File: config.mk
export PLATFORM = sky130hd
export DESIGN_NAME = uart_wb_arbiter
export DESIGN_NICKNAME = d
export VERILOG_FILES = /design/src/rtl/uart_wb_arbiter_pkg.sv /design/src/rtl/uart_wb_arbiter_rr_arb2.sv /design/src/rtl/uart_wb_arbiter.sv
export SDC_FILE = /design/constraint.sdc
export NUM_CORES = 1
export LEC_CHECK = 0
export CAP_MARGIN = 15
export CORE_ASPECT_RATIO = 1.75
export CORE_MARGIN = 2
export CORE_UTILIZATION = 30
export DETAILED_ROUTE_END_ITERATION = 10
export DONT_BUFFER_PORTS = 1
export GPL_TIMING_DRIVEN = 1
export SLEW_MARGIN = 0
export SYNTH_ARGS = -nofsm -noshare
export SYNTH_HDL_FRONTEND = slang
export SYNTH_SLANG_ARGS = --single-unit
File: constraint.sdc
create_clock -name clk -period 1.8 [get_ports clk]
set_input_delay 0.27 -clock clk [delete_from_list [all_inputs] [get_ports clk]]
set_output_delay 0.27 -clock clk [all_outputs]
set_load 0.02 [all_outputs]
File: src/rtl/uart_wb_arbiter_pkg.sv
// Shared definitions for the two-requester UART bus arbiter: register map,
// bus write polarity and FSM state encoding.
package uart_wb_arbiter_pkg;

  localparam logic [1:0] UART_ADDR_TX  = 2'd0;
  localparam logic [1:0] UART_ADDR_RX  = 2'd1;
  localparam logic [1:0] UART_ADDR_DIV = 2'd2;

  localparam logic UART_WE_WRITE = 1'b0;
  localparam logic UART_WE_READ  = 1'b1;

  typedef enum logic [1:0] {
    IDLE    = 2'd0,
    ISSUE   = 2'd1,
    RELEASE = 2'd2,
    FINISH  = 2'd3
  } arb_state_t;

endpackage

File: src/rtl/uart_wb_arbiter_rr_arb2.sv
// Two-way round-robin pick: a lone request always wins, and a tie goes to the
// requester that was not served last (last=1 means r1 was served last).
module rr_arb2 (
  input  logic [1:0] req,
  input  logic       last,
  output logic [1:0] gnt
);

  always_comb begin
    gnt = req;
    if (req == 2'b11) begin
      gnt = last ? 2'b01 : 2'b10;
    end
  end

endmodule

File: src/rtl/uart_wb_arbiter.sv
// Arbitrates two requesters onto a single UART register port using a
// strobe / bus-clock handshake with an ack timeout.
module uart_wb_arbiter
  import uart_wb_arbiter_pkg::*;
#(
  parameter int TIMEOUT = 255
) (
  input  logic       clk,
  input  logic       reset,
  input  logic       r0_req,
  input  logic [1:0] r0_addr,
  input  logic [7:0] r0_wdata,
  input  logic       r0_we,
  input  logic       r1_req,
  input  logic [1:0] r1_addr,
  input  logic [7:0] r1_wdata,
  input  logic       r1_we,
  output logic       r0_done,
  output logic       r1_done,
  output logic       r0_err,
  output logic       r1_err,
  output logic [7:0] rdata,
  output logic [1:0] grant,
  output logic [1:0] m_addr,
  output logic [7:0] m_wdata,
  output logic       m_we,
  output logic       m_stb,
  output logic       m_clk,
  input  logic       m_ack,
  input  logic [7:0] m_rdata
);

  localparam logic [7:0] WAIT_LAST = 8'(TIMEOUT - 1);

  arb_state_t state_reg, state_next;
  logic [1:0] grant_reg;
  logic       last_reg;
  logic [7:0] wait_reg;
  logic       timeout_reg;
  logic [7:0] rdata_reg;
  logic [1:0] m_addr_reg;
  logic [7:0] m_wdata_reg;
  logic       m_we_reg;

  logic [1:0] req_vec;
  logic [1:0] rr_gnt;
  logic       wait_expired;
  logic       timeout_hit;
  logic [1:0] done_vec;
  logic [1:0] err_vec;

  assign req_vec = {r1_req, r0_req};

  rr_arb2 u_rr_arb2 (
    .req  (req_vec),
    .last (last_reg),
    .gnt  (rr_gnt)
  );

  assign wait_expired = (wait_reg == WAIT_LAST);
  // A timeout is only taken when the slave has not completed that edge in the same cycle.
  assign timeout_hit  = wait_expired &&
                        (((state_reg == ISSUE) && !m_ack) ||
                         ((state_reg == RELEASE) && m_ack));

  always_comb begin
    state_next = state_reg;
    case (state_reg)
      IDLE:    if (|req_vec) state_next = ISSUE;
      ISSUE:   if (m_ack) state_next = RELEASE;
               else if (wait_expired) state_next = FINISH;
      RELEASE: if (!m_ack || wait_expired) state_next = FINISH;
      FINISH:  state_next = IDLE;
      default: state_next = IDLE;
    endcase
  end

  always_ff @(posedge clk) begin
    if (reset) begin
      state_reg   <= IDLE;
      grant_reg   <= 2'b00;
      last_reg    <= 1'b1;
      wait_reg    <= 8'd0;
      timeout_reg <= 1'b0;
      rdata_reg   <= 8'd0;
      m_addr_reg  <= UART_ADDR_TX;
      m_wdata_reg <= 8'd0;
      m_we_reg    <= UART_WE_WRITE;
    end else begin
      state_reg <= state_next;

      if (state_next != state_reg) begin
        wait_reg <= 8'd0;
      end else if ((state_reg == ISSUE) || (state_reg == RELEASE)) begin
        wait_reg <= wait_reg + 8'd1;
      end

      if (timeout_hit) begin
        timeout_reg <= 1'b1;
      end else if (state_reg == IDLE) begin
        timeout_reg <= 1'b0;
      end

      case (state_reg)
        IDLE: begin
          if (|req_vec) begin
            grant_reg   <= rr_gnt;
            m_addr_reg  <= rr_gnt[1] ? r1_addr  : r0_addr;
            m_wdata_reg <= rr_gnt[1] ? r1_wdata : r0_wdata;
            m_we_reg    <= rr_gnt[1] ? r1_we    : r0_we;
          end
        end
        ISSUE: begin
          if (m_ack) rdata_reg <= m_rdata;
        end
        FINISH: begin
          // Timeouts advance the round-robin exactly like completions.
          grant_reg <= 2'b00;
          last_reg  <= grant_reg[1];
        end
        default: ;
      endcase
    end
  end

  for (genvar gi = 0; gi < 2; gi++) begin : g_pulse
    assign done_vec[gi] = (state_reg == FINISH) && !timeout_reg && grant_reg[gi];
    assign err_vec[gi]  = (state_reg == FINISH) &&  timeout_reg && grant_reg[gi];
  end

  assign r0_done = done_vec[0];
  assign r1_done = done_vec[1];
  assign r0_err  = err_vec[0];
  assign r1_err  = err_vec[1];
  assign rdata   = rdata_reg;
  assign grant   = grant_reg;
  assign m_addr  = m_addr_reg;
  assign m_wdata = m_wdata_reg;
  assign m_we    = m_we_reg;
  assign m_stb   = (state_reg == ISSUE) || (state_reg == RELEASE);
  assign m_clk   = (state_reg == ISSUE);

endmodule

==> flow_metrics.py, run 1 <==
metrics = {
    "run_status": {
        "status": "finished clean",
    },
    "finish": {
        "areaGrowthSynthToFinish_pct": 17.9,
        "final_nets": 233,
        "final_core_utilization": 0.370,
        "drive_gt1_frac": 0.167,
        "layout.cells.non_filler": 246,
        "num_antenna_cells": 0,
        "fill_cells": 529,
    },
    "logic_synthesis": {
        "synth_simple_gate_area_share": 0.225,
        "synth-main-ff-cell": "dfxtp_1",
        "synth_cell_types": 30,
        "synth-seq-cells": 33,
        "syn_area_per_cell_um2": 8.63,
        "synth_edf_count": 0,
        "async_flop_share": 0,
        "synth.area.top_cells": "dfxtp_1, mux2i_1, a211oi_1, ha_1, nor2_1",
        "synth_top_family_by_area": "simple AND/OR/NAND/NOR gates",
        "synth-xor-area-share": 0.0392,
        "seq_area_frac_synth": 0.423,
        "synth.area.mux_share": 0.0705,
        "yosysMostFrequentCell": "dfxtp_1",
        "synth_top_area_frac": 0.423,
        "netlist_instances": 181,
        "synth_top_area_cell": "dfxtp_1",
        "yosys-top-cells-count": "dfxtp_1, nor2_1, nand2_1, a211oi_1",
        "synth_fa_ha_area_frac": 0.0560,
        "synth_compound_area_frac": 0.148,
        "synth_area_um2": 1560,
        "synth_warnings": 0,
        "syn-num-nets": 223,
    },
    "global_route": {
        "use_met1": 0.129,
        "grt_pass1_vias": 1213,
        "grt_pass1_wl_mm": 5.73,
        "antenna_found_initial": 0,
        "grt_use_met3": 0.0390,
        "grt_busiest_layer": "met2",
        "grt_max_degree": 27,
        "overflow": 0,
        "use_met2": 0.236,
        "grt_usage": 0.131,
    },
    "worst_setup_path": {
        "worstPathMaxFanout": 8,
        "crit_required_ns": 2.00,
        "crit_type": "flop to flop",
        "slowest_delay_ns": 0.45,
        "endpoint_kind": "flop",
        "crit_slowest_cell": "a221o_2",
        "start_kind": "flop",
        "cp.arrival_ns": 1.93,
        "path_buf_inv": 1,
        "critical-path-top-delay-family": "simple AND/OR/NAND/NOR gates",
        "cp_cell_sequence": "inv_1 > ha_2 > nor2b_1 > and3_1 > a221o_2 > nor4_1",
    },
    "timing": {
        "rsz0062_at_grt": "yes",
        "hold_viol": 0,
        "finClkSkew_ns": 0.00645,
        "setup_violations": 0,
        "period_minus_slack_ns": 1.74,
        "timing.fmax_ghz": 0.576,
        "worst_slew_pin_slew_ns": 0.373,
        "layout_setup_ws_ns": 0.0625,
        "slew_headroom": 0.750,
        "fin_setup_tns_ns": 0,
        "post-route-period-util": 0.965,
        "slew_violations": 0,
    },
    "clock_network": {
        "cts_sinks": 33,
        "htreeDepth": 2,
        "cts_made_buffers": 5,
        "cts_tree": "yes",
        "cts-root-buf": "clkbuf_8",
        "post_cts_buffers": 0,
        "clock_path_buffers": 2,
        "clk_pin_slew_ns": 0.07,
        "clk_latency_ns": 0.29,
    },
    "drt": {
        "first_iter_violations": 44,
        "vias_per_cell": 5.34,
        "drc": 0,
        "drt-total-wl_mm": 3.64,
        "wl_per_cell_um": 14.8,
        "vias": 1314,
        "postRouteAntennaNets": 0,
        "drt_pass1_iterations": 4,
    },
    "job": {
        "drv_cap": 0,
    },
    "floorplan": {
        "core_um2": 4980,
        "start_util": 0.314,
        "rows": 34,
        "die_width_um": 58.6,
        "die_area_um2": 5830,
        "die_h_um": 99.5,
        "pin_count": 62,
    },
    "min_path": {
        "hold_class": "input pin to flop",
    },
    "placed_design": {
        "post-place-ws_ns": -0.0572,
        "gp_congestion": 0.775,
        "placedCellCount": 238,
        "io_buffers": 0,
        "hpwl_mm": 2.75,
    },
    "pwr": {
        "switchingPower_uw": 919,
        "pwr-share-seq": 0.407,
        "power.density_nw_per_um2": 1390,
        "clockPowerShare": 0.285,
        "intPower_uw": 1640,
        "leakage_uw": 0.000677,
        "total_power_uw": 2560,
        "switching_share": 0.359,
        "combPwrFrac": 0.308,
        "vdd_drop_max_mv": 0.764,
    },
}
## path summary, 6_finish.rpt
kind / slack, ns / start / cells after the start / end
min: 0.05 / reset / 1 / m_wdata[7]$_SDFFE_PP0P_
max reg2reg: 0.06 / state_reg[1]$_SDFF_PP0_ / 6 / wait_reg[6]$_SDFFE_PP0P_
max: 0.06 / state_reg[1]$_SDFF_PP0_ / 6 / wait_reg[6]$_SDFFE_PP0P_
min reg2reg: 0.50 / timeout_reg$_SDFFE_PP0P_ / 2 / timeout_reg$_SDFFE_PP0P_
## per-stage QoR
step | instance area [um2] | hold WS (ns)
finish | 1840 | 0.0464
global route | 1840 | 0.0303
CTS | 1810 | 0.0378
detailed placement | 1690 | 0.346
global placement | 1690 | 0.345
floorplan | 1570 | 0.418
## final cells by class
cell class / instances / area [um2] / area share
multi-input cells: 134 / 888 / 0.482
well taps: 54 / 67.6 / 0.0367
clock buffers: 7 / 86.3 / 0.0468
repair buffers: 12 / 90.1 / 0.0489
inverters: 5 / 18.8 / 0.0102
clock inverters: 1 / 30.0 / 0.0163
flip-flops and latches: 33 / 662 / 0.359
## cells by family after synthesis
kind of cell	count (synthesis)
compound gates	36
xor+xnor	7
fa+ha+maj	7
buf+inv	14
flops	33
mux	11
simple gates	73
## power groups by stage
| stage | sequential, uW | clock (uW) | combinational [uW] |
|---|---|---|---|
| finish | 1040 | 730 | 789 |
| global route | 1060 | 780 | 888 |
| CTS | 1040 | 749 | 762 |
| detailed placement | 1060 | 0 | 749 |
| global placement | 1050 | 0 | 741 |
| floorplan | 1040 | 0 | 523 |
## cell usage in the layout (no fill, tap or decap), drive strengths merged
cell	instances
dfxtp	33
inv	5
nand3b	1
ha	7
a21boi	1
a32oi	1
nand4	4
and2	1
a221o	1
a22oi	1
buf	12
o21a	1
or3b	1
a211oi	12
nor3	4
nand3	9
o21ai	7
nor2b	1
nor4	9
xnor2	3
xor2	4
a21oi	11
mux2i	11
and3	4
nor2	22
nand2	15
a22o	1
bufinv	1
nand2b	2
clkbuf	7
## timing repair
action / in CTS / in global routing
pin swaps: 0 / 6
cloned: 0 / 0
hold buffers: 0 / 0
gates resized for setup: 4 / 6
endpoints found under the setup margin: 8 / 8
## routing by layer
| metal | vias to the layer above | routed length (um) |
|---|---|---|
| met2 | 31 | 2070 |
| li1 | 670 | - |
| met4 | 0 | 88 |
| met1 | 606 | 1330 |
| met5 | - | 0 |
| met3 | 7 | 154 |
Power figures use the tool's default switching activity.
==> run 2: changes to the inputs <==
--- a/config.mk
+++ b/config.mk
@@ -12,7 +12,6 @@
 export DETAILED_ROUTE_END_ITERATION = 10
 export DONT_BUFFER_PORTS = 1
 export GPL_TIMING_DRIVEN = 1
-export SLEW_MARGIN = 0
 export SYNTH_ARGS = -nofsm -noshare
 export SYNTH_HDL_FRONTEND = slang
 export SYNTH_SLANG_ARGS = --single-unit
==> results of run 2 <==
Same layout as run 1: the final DEF is identical, and so are final timing and power.
